**config.mk**
```make
export PLATFORM = sky130hd
export DESIGN_NAME = alarma_luz
export DESIGN_NICKNAME = d
export VERILOG_FILES = /design/src/rtl/alarma_pkg.sv /design/src/rtl/alarma_debounce.sv /design/src/rtl/alarma_luz.sv
export SDC_FILE = /design/constraint.sdc
export NUM_CORES = 1
export LEC_CHECK = 0
export CORE_AREA = 5 5 42 44
export DETAILED_ROUTE_END_ITERATION = 10
export DIE_AREA = 0 0 47 49
export GPL_TIMING_DRIVEN = 0
export PLACE_DENSITY_LB_ADDON = 0.3
export SKIP_LAST_GASP = 1
export SYNTH_ARGS = -nofsm -noshare
export SYNTH_HDL_FRONTEND = slang
export SYNTH_HIERARCHICAL = 1
export SYNTH_SLANG_ARGS = --single-unit
```
**constraint.sdc**
```tcl
create_clock -name CLK -period 1.6 [get_ports CLK]
set_clock_uncertainty 0.1 [all_clocks]
set_input_delay 0.16 -clock CLK [delete_from_list [all_inputs] [get_ports CLK]]
set_output_delay 0.16 -clock CLK [all_outputs]
set_load 0.03 [all_outputs]
```
**src/rtl/alarma_pkg.sv**
```systemverilog
// alarma_pkg: state codes, parameter defaults and counter sizing shared by the alarma_luz blocks.
package alarma_pkg;

    typedef enum logic [1:0] {
        IDLE   = 2'b00,
        ARMING = 2'b01,
        ARMED  = 2'b10,
        ALARM  = 2'b11
    } state_t;

    localparam int DEB_CYCLES_DEF = 3;
    localparam int ARM_DELAY_DEF  = 8;
    localparam int BLINK_DIV_DEF  = 4;

    function automatic int cnt_w(input int n);
        return (n > 1) ? $clog2(n) : 1;
    endfunction

endpackage

```
**src/rtl/alarma_debounce.sv**
```systemverilog
// alarma_debounce: 2-flop synchronizer, debounce filter when ALARMA_DEBOUNCE_EN is defined, one-cycle press pulse.
// A level already high when reset is released is not reported until it has been seen low.
module alarma_debounce
    import alarma_pkg::*;
#(
    parameter int DEB_CYCLES = DEB_CYCLES_DEF
) (
    input  logic CLK,
    input  logic RST,
    input  logic din,
    output logic press
);

`ifdef ALARMA_DEBOUNCE_EN
    localparam int DEB_N = DEB_CYCLES;
`else
    localparam int DEB_N = 0 * DEB_CYCLES;
`endif

    logic [1:0] sync;
    logic [1:0] vld;
    logic       lvl;
    logic       prev;
    logic       ok;

    // vld marks when sync[1] carries a real sample rather than its reset value
    always_ff @(posedge CLK) begin
        if (!RST) begin
            sync <= '0;
            vld  <= '0;
            prev <= 1'b0;
            ok   <= 1'b0;
        end else begin
            sync <= {sync[0], din};
            vld  <= {vld[0], 1'b1};
            prev <= lvl;
            ok   <= ok | (vld[1] & ~sync[1]);
        end
    end

    generate
        if (DEB_N > 0) begin : g_filt
            localparam int             DW   = cnt_w(DEB_N);
            localparam logic [DW-1:0]  LAST = DW'(DEB_N - 1);
            logic [DW-1:0] cnt;
            logic          deb;
            always_ff @(posedge CLK) begin
                if (!RST) begin
                    cnt <= '0;
                    deb <= 1'b0;
                end else if (sync[1] == deb) begin
                    cnt <= '0;
                end else if (cnt == LAST) begin
                    deb <= sync[1];
                    cnt <= '0;
                end else begin
                    cnt <= cnt + 1'b1;
                end
            end
            assign lvl = deb;
        end else begin : g_raw
            assign lvl = sync[1];
        end
    endgenerate

    assign press = lvl & ~prev & ok;

endmodule

```
**src/rtl/alarma_luz.sv**
```systemverilog
// alarma_luz: push-button armed intrusion alarm driving a steady/blinking light.
// Define ALARMA_DEBOUNCE_EN to filter Button bounce over DEB_CYCLES synchronized samples.
module alarma_luz
    import alarma_pkg::*;
#(
    parameter int DEB_CYCLES = DEB_CYCLES_DEF,
    parameter int ARM_DELAY  = ARM_DELAY_DEF,
    parameter int BLINK_DIV  = BLINK_DIV_DEF
) (
    input  logic       CLK,
    input  logic       RST,
    input  logic       Button,
    input  logic       SENSOR,
    output logic       LUZ,
    output logic [1:0] ESTADO
);

    localparam int            AW         = cnt_w(ARM_DELAY);
    localparam int            BW         = cnt_w(BLINK_DIV);
    localparam logic [AW-1:0] ARM_LAST   = AW'(ARM_DELAY - 1);
    localparam logic [BW-1:0] BLINK_LAST = BW'(BLINK_DIV - 1);

    state_t        state, state_n;
    logic [AW-1:0] arm_cnt, arm_cnt_n;
    logic [BW-1:0] blk_cnt, blk_cnt_n;
    logic          luz_n;
    logic          press;
    logic [1:0]    sens;

    alarma_debounce #(.DEB_CYCLES(DEB_CYCLES)) u_btn (
        .CLK  (CLK),
        .RST  (RST),
        .din  (Button),
        .press(press)
    );

    always_ff @(posedge CLK) begin
        if (!RST) begin
            state   <= IDLE;
            arm_cnt <= '0;
            blk_cnt <= '0;
            LUZ     <= 1'b0;
            sens    <= '0;
        end else begin
            state   <= state_n;
            arm_cnt <= arm_cnt_n;
            blk_cnt <= blk_cnt_n;
            LUZ     <= luz_n;
            sens    <= {sens[0], SENSOR};
        end
    end

    // counters default to zero so every state entry starts them cleared
    always_comb begin
        state_n   = state;
        arm_cnt_n = '0;
        blk_cnt_n = '0;
        luz_n     = 1'b0;
        case (state)
            IDLE: begin
                state_n = press ? ARMING : IDLE;
                luz_n   = press;
            end
            ARMING: begin
                state_n   = press ? IDLE : (arm_cnt == ARM_LAST) ? ARMED : ARMING;
                luz_n     = state_n == ARMING;
                arm_cnt_n = (state_n == ARMING) ? arm_cnt + 1'b1 : '0;
            end
            ARMED: begin
                state_n = press ? IDLE : sens[1] ? ALARM : ARMED;
                luz_n   = state_n == ALARM;
            end
            ALARM: begin
                state_n   = press ? IDLE : ALARM;
                blk_cnt_n = (press || blk_cnt == BLINK_LAST) ? '0 : blk_cnt + 1'b1;
                luz_n     = !press && (LUZ ^ (blk_cnt == BLINK_LAST));
            end
            default: state_n = IDLE;
        endcase
    end

    assign ESTADO = state;

endmodule

```
==> Word-level counts from Yosys, hierarchy flattened <==
Index checks and enable logic that the tools add are counted.
{ "word_totals": {"register_bits": 16, "elab_cells": 43, "output_inout_bits": 3, "input_bits": 4} }
{ "classes": {"bitwise": 9, "n_addsub": 2, "eq_ne": 7, "mux": 9, "reduce_logical": 6} }
{ "op_table": {"columns": ["cell", "count"], "rows": [
  ["2-bit equality test, second input constant", 4],
  ["2-bit 2-to-1 mux", 4],
  ["2-bit case mux with 4 select lines", 1],
  ["2-bit by 1-bit equality test with 1-bit output, second input constant", 2],
  ["1-bit NOT", 4],
  ["1-bit case mux with 4 select lines", 1],
  ["3-bit by 1-bit adder with 3-bit output, second input constant", 1],
  ["1-bit bitwise AND", 3],
  ["3-bit equality test, second input constant", 1],
  ["1-bit 2-to-1 mux", 3],
  ["3-bit AND reduction", 1],
  ["3-bit OR reduction", 1],
  ["2-bit by 1-bit adder with 2-bit output, second input constant", 1],
  ["2-bit logical NOT", 1],
  ["1-bit logical AND", 1],
  ["1-bit logical NOT", 1],
  ["1-bit logical OR", 1],
  ["1-bit OR", 1],
  ["1-bit bitwise XOR", 1]
]} }

==> Longest topological paths before layout <==
{ "logic_depth": {"ltp_word": 6, "mapped_depth": 5, "ltp_nobuf": 5} }

==> By module <==
The synthesis kept the hierarchy.
{ "by_module_without_submodules": {"columns": ["mod", "seq_area_each_um2", "area_per_inst_um2", "cells_per_inst", "n_inst"], "rows": [
  ["alarma_luz", 200.2, 397.9, 33, 1],
  ["alarma_debounce", 120.1, 166.4, 14, 1]
]} }

==> Least setup slack after synthesis <==
OpenSTA, ideal clock, no wires.
{ "synth_path": {"path_type": "reg2reg", "start": "register u_btn.sync[1]", "end": "register LUZ", "period_less_slack_ns": 1.379, "setup_ns": 0.130, "path_stages_with_launch": 6, "path_buffers": 0, "t_arrival_ns": 1.149, "required_time_ns": 1.370, "slack_ns": 0.221, "path_cell_list": "dfxtp_1 > nand2_1 > nor2_1 > and4bb_2 > nor3_1 > a21boi_0"} }
{ "synth_between": {"elab_chain_len": 5, "elab_cells_between_ends": 9, "cone_classes": "2 x eq/ne; 3 x mux; 2 x bitwise; 2 x reduce/logical"} }
{ "synth_rtl": {"columns": ["element", "line", "rtl"], "rows": [
  ["from (decl)", "alarma_debounce.sv:20", "logic [1:0] sync;"],
  ["from (signal assigned)", "alarma_debounce.sv:34", "sync <= {sync[0], din};"],
  ["1-bit bitwise AND * (2 in series)", "alarma_debounce.sv:66", "assign press = lvl & ~prev & ok;"],
  ["via press", "alarma_luz.sv:27", "logic press;"],
  ["2-bit 2-to-1 mux, or another cell as far along", "alarma_luz.sv:70", "state_n = press ? IDLE : sens[1] ? ALARM : ARMED;"],
  ["2-bit equality test, or another cell as far along", "alarma_luz.sv:71", "luz_n = state_n == ALARM;"],
  ["1-bit case mux with 4 select lines *", "alarma_luz.sv:59", "case (state)"],
  ["to (signal assigned)", "alarma_luz.sv:48", "LUZ <= luz_n;"],
  ["to (decl)", "alarma_luz.sv:14", "output logic LUZ,"]
]} }
Mark *: on every way through the listed nets, which the timed path passes. The rest lies on a longest branch.
A chain may end at the register's enable or synchronous reset.

==> Final worst setup path <==
{ "layout_path": {"start": "register arm_cnt[0]", "end": "register state[0] (netlist: ESTADO[0])"} }
{ "layout_between": {"elab_chain_len": 4} }
{ "layout_rtl": {"columns": ["element", "line", "rtl"], "rows": [
  ["from (decl)", "alarma_luz.sv:24", "logic [AW-1:0] arm_cnt, arm_cnt_n;"],
  ["from (signal assigned)", "alarma_luz.sv:46", "arm_cnt <= arm_cnt_n;"],
  ["3-bit equality test", "alarma_luz.sv:65", "state_n = press ? IDLE : (arm_cnt == ARM_LAST) ? ARMED : ARMING;"],
  ["2-bit 2-to-1 mux (2 in series)", "alarma_luz.sv:65", null],
  ["2-bit case mux with 4 select lines", "alarma_luz.sv:59", null],
  ["to (signal assigned)", "alarma_luz.sv:45", "state <= state_n;"],
  ["to (decl)", "alarma_luz.sv:23", "state_t state, state_n;"]
]} }
Every way passes these cells.

==> impl_metrics.tcl <==
set metrics [dict create \
    status "finished clean" \
    instances_no_fill 72 \
    htree_levels 1 \
    grt_max_degree 17 \
    synth_seq_area_share_pct 56.8 \
    placed_cells 69 \
    fillers 138 \
    tns_ns 0 \
    cts_buffers 3 \
    die_x_um 47 \
    end_kind "flip-flop" \
    r2r_start "arm_cnt[0]$_SDFF_PN0_" \
    crit_top_cell "ha_1" \
    critPathMaxFanout 4 \
    slew_violations 0 \
    maxCapViolCount 0 \
    synth-main-ff-cell "dfxtp_1" \
    synth_common_cells "16 x dfxtp_1, 6 x and2_1, 3 x ha_1, 3 x nand2_1" \
    grt_pass1_wl_mm 1.39 \
    syn_nets 54 \
    port_buffers 6 \
    vias 346 \
    whs_ns 0.321 \
    initial_utilization_pct 40.3 \
    grt_use_total_pct 8.42 \
    first_global_vias 334 \
    drc 0 \
    max_clock_freq_ghz 0.675 \
    io_pins 7 \
    drtIter0Drc 3 \
    hpwl_um 552 \
    clock_sinks 16 \
    syn_inst 47 \
    period_share_pct 92.7 \
    grt_antenna_before_repair 0 \
    worstPathRequired_ns 1.70 \
    ant_nets 0 \
    fin_nets 65 \
    final-hold-violation-count 0 \
    antenna_cells 0 \
    die_h_um 49 \
    setup_viol 0 \
    post-cts-setup-buffers 0 \
    leakage_nw 0.310 \
    clockBufferDepth 2 \
    yosys_warnings 6 \
    power_density_mw_per_mm2 960 \
    synth_area_per_cell_um2 12.0 \
    rsz0062_at_grt "false" \
    cts_tree "done" \
    design.die.area_mm2 0.00230 \
    insertion_delay_ns 0.27 \
    worst_pin_slew_ns 0.378 \
    critPathLaunchType "flip-flop" \
    syn_area_um2 564 \
    synth_edf_count 0 \
    ys_seq_elements 16 \
    cp-startpoint "arm_cnt[0]$_SDFF_PN0_" \
    holdBufCountCts 0 \
    arrival_ns 1.59 \
    hp-class "reg -> reg" \
    vias_per_cell 4.81 \
    synth_cell_types 19 \
    synth_area_leaders "dfxtp_1 57%, and2_1 6.7%, ha_1 6.7%" \
    synth.top_cell.area_share_pct 56.8 \
    slowest_stage "dfxtp_1" \
    wl_per_cell_um 10.7 \
    cts_root_buffer "clkbuf_4" \
    crit_chain "ha_1 -> ha_1 -> nor4b_4 -> nor3_1 -> a21boi_0" \
    first_pass_iters 3 \
    hp-start "arm_cnt[0]$_SDFF_PN0_" \
    drt-total-wl_um 773 \
    yosysMostFrequentCell "dfxtp_1" \
    place_congestion 0.587 \
    area.growth.synth_to_final_pct 18.6 \
    critPathKind "reg -> reg" \
    slew_headroom_pct 74.7 \
    vdd_drop_max_mv 0.405 \
    clkSlewWorstSetupHoldPaths_ns 0.09 \
    gr-total-overflow 0 \
    rows 14 \
    synth.largest_area_cell "dfxtp_1" \
    slowest_delay_ns 0.32 \
    ys_async_sr_fraction_pct 0 \
    drive_gt1_share_pct 16.1 \
    min_period_ns 1.48 \
    core-area_mm2 0.00140 \
]
critical path, delay by kind of cell, from the launching register on:
| family | cells | cell delay [ns] |
|---|---|---|
| fa+ha+maj | 2 | 0.41 |
| compound gates | 1 | 0.18 |
| simple gates | 2 | 0.41 |
| flops | 1 | 0.32 |
through the flow:
step	power [mW]	cell area (µm²)	util, %	worst slack, ns
6_report	0.643	669	47.8	0.117
5_1_grt	0.683	669	47.8	0.00835
4_1_cts	0.650	664	47.4	0.0261
3_5_place_dp	0.450	644	46.0	0.0497
3_3_place_gp	0.449	644	46.0	0.0157
2_1_floorplan	0.434	564	-	0.221
layer usage:
layer	vias to the layer above	global-route usage, %	wire length [µm]
li1	183	-	-
met1	155	11.4	383
met2	6	10.6	330
met3	2	4.43	49
met4	0	4.15	9
met5	-	0	0
cells by family (layout without fill, tap and decap cells):
| family | count (synthesis) | in the layout | synth area share (%) |
|---|---|---|---|
| AO/OA/AOI/OAI | 4 | 4 | 4.88 |
| XOR/XNOR | 1 | 1 | 1.55 |
| adder cells (fa/ha/maj) | 3 | 3 | 6.65 |
| buffers and inverters | 0 | 9 | 0 |
| flip-flops | 16 | 16 | 56.8 |
| AND/OR/NAND/NOR | 23 | 23 | 30.2 |
registers in the layout, indices dropped and copies added (netlist names):
name,cells
blk_cnt,2
ESTADO,2
u_btn/ok,1
u_btn/prev,1
sens,2
LUZ,1
arm_cnt,3
u_btn/vld,2
u_btn/sync,2
power breakdown:
group	switching [mW]	total (mW)	internal (mW)	leakage [nW]
Clock	0.116	0.203	0.0870	0.0138
Combinational	0.0105	0.0264	0.0159	0.166
Sequential	0.00430	0.413	0.409	0.131
Total	0.131	0.643	0.512	0.310
final cells by class:
| type | instances | area [µm²] | area share [%] |
|---|---|---|---|
| sequential | 16 | 320 | 47.9 |
| timing repair buffer | 6 | 60.1 | 8.97 |
| multi-input combinational | 31 | 246 | 36.8 |
| tap | 16 | 20.0 | 2.99 |
| clock buffer | 3 | 22.5 | 3.36 |
cells in the final DEF (no fill, tap or decap), types with 2 or more instances in the layout:
master	netlist	final
dfxtp_1	16	16
nand2_1	3	3
a21boi_0	2	2
dlygate4sd2_1	0	2
clkbuf_4	0	3
clkdlybuf4s50_1	0	3
and2_1	6	6
ha_1	3	3
and3_2	2	2
nor3b_1	2	2
timing repair:
action,CTS,global route
endpoints found under the hold margin,0,0
cloned,0,0
endpoints found under the setup margin,2,3
resized for setup,2,2
worst paths after layout:
check,to,slack [ns],depth (start not counted)
max reg2reg,ESTADO[0]$_SDFF_PN0_,0.12,5
max,ESTADO[0]$_SDFF_PN0_,0.12,5
min reg2reg,arm_cnt[0]$_SDFF_PN0_,0.32,1
min,arm_cnt[0]$_SDFF_PN0_,0.32,1
Power figures use the tool's default switching activity.
==> RTL change: new RTL, same settings <==
Put one more register stage on the output `ESTADO`, cleared by the reset. The value now appears one clock later. The other outputs are not delayed to match.
--- a/src/rtl/alarma_luz.sv
+++ b/src/rtl/alarma_luz.sv
@@ -79,7 +79,13 @@
         endcase
     end
 
-    assign ESTADO = state;
+    always_ff @(posedge CLK) begin
+        if (!RST) begin
+            ESTADO <= '0;
+        end else begin
+            ESTADO <= state;
+        end
+    end
 
 endmodule
 
Behaviour: not the same (Yosys sat finds a counterexample within 10 cycles, from zero or initial values and one cycle with RST low).
==> RTL change against the unedited design <==
Cell area grew 6.9%. Worst setup slack lost 74 ps. Wire length grew 0.52%. Sequential share of layout area grew 2.5 points. Clock power grew 5%. Total power grew 9.0%. Utilization grew 3.3 points. Sequential cell count grew 2. Area after synthesis grew 8.6%. Die area is the same. Synthesized cell count grew 15%. Largest power group unchanged.
==> RTL change: results (changes against the unedited design) <==
INFO  critical_path  timing.critical_path.max_delay_family=buffers and inverters [was adder cells]
INFO  synth          syn_avg_cell_area=11.4um2 [was 12.0 um2]
INFO  critical_path  crit_path_max_incr_delay=670ps [was 320 ps]
INFO  synth          synth.top_cells.by_count=sky130_fd_sc_hd__dfxtp_1, sky130_fd_sc_hd__and2_1, sky130_fd_sc_hd__ha_1, sky130_fd_sc_hd__nand2_1, sky130_fd_sc_hd__nor2b_1 [was sky130_fd_sc_hd__dfxtp_1, sky130_fd_sc_hd__and2_1, sky130_fd_sc_hd__ha_1, sky130_fd_sc_hd__nand2_1]
INFO  synth          synth_xor_xnor_area_share=1.43% [was 1.55%]
INFO  sta            final.setup.worst_slack=42.9ps [was 117 ps]
INFO  global_routing wire_length_of_the_first_global_routing_pass=1270um [was 1390 um]
INFO  pwr            powerDensity=979mW/mm2 [was 960 mW/mm2]
INFO  layout         instances_no_fill=79 [was 72]
INFO  placed_design  post-dp-hpwl=551um [was 552 um]
INFO  placed_design  dp.cells=76 [was 69]
INFO  pwr            p_clk=213uW [was 203 uW]
INFO  run_status     status=completed [unchanged]
INFO  layout         final_net_count=72 [was 65]
INFO  synth          yosys-top-cells-area=sky130_fd_sc_hd__dfxtp_1, sky130_fd_sc_hd__and2_1, sky130_fd_sc_hd__ha_1 [unchanged]
INFO  routing        detail_route.first_pass.iterations=2 [was 3]
INFO  cts            post_cts_resize_count=0 [was 2]
INFO  layout         final.fill_count=142 [was 138]
INFO  synth          synthAdderAreaFrac=6.12% [was 6.65%]
INFO  pwr            seq_power_share=66.1% [was 64.3%]
INFO  pwr            net-switching-power=139uW [was 131 uW]
INFO  routing        drt-initial-drc-count=4 [was 3]
INFO  critical_path  regToRegSetupSlack=180ps [was 120 ps]
INFO  critical_path  crit_slowest_cell=sky130_fd_sc_hd__clkdlybuf4s50_1 [was sky130_fd_sc_hd__dfxtp_1]
INFO  critical_path  r2r_end=LUZ [was ESTADO[0]]
INFO  critical_path  endpoint=LUZ [was ESTADO[0]]
INFO  layout         layout_cell_share_with_drive_strength_beyond_1=7.94% [was 16.1%]
[RTL change: changes by cell type after synthesis, sizes merged, moves of 2 or more]
cell   delta
and2      +3
nor4      +3
and3      -2
dfxtp     +2
inv       +2
nor2b     +2
[RTL change: layer usage]
layer	routed length [um]	up-vias	track usage, %
met1	374	170	7.81
li1	-	200	-
met4	32	0	8.29
met2	326	8	11.5
met3	43	4	3.32
met5	0	-	0
[RTL change: per-stage QoR]
stage	area [um2]	utilization [%]	TNS, ps
floorplan	613	-	0
global placement	693	49.5	0
detailed placement	693	49.5	-29.3
CTS	716	51.1	0
global route	716	51.1	0
finish	716	51.1	0
[RTL change: area by class of cell]
| cell class | instances | area share, % |
|---|---|---|
| clock buffers | 3 | 3.15 |
| inverters | 2 | 1.05 |
| multi-input cells | 34 | 34.3 |
| flip-flops and latches | 18 | 50.3 |
| well taps | 16 | 2.80 |
| repair buffers | 6 | 8.39 |
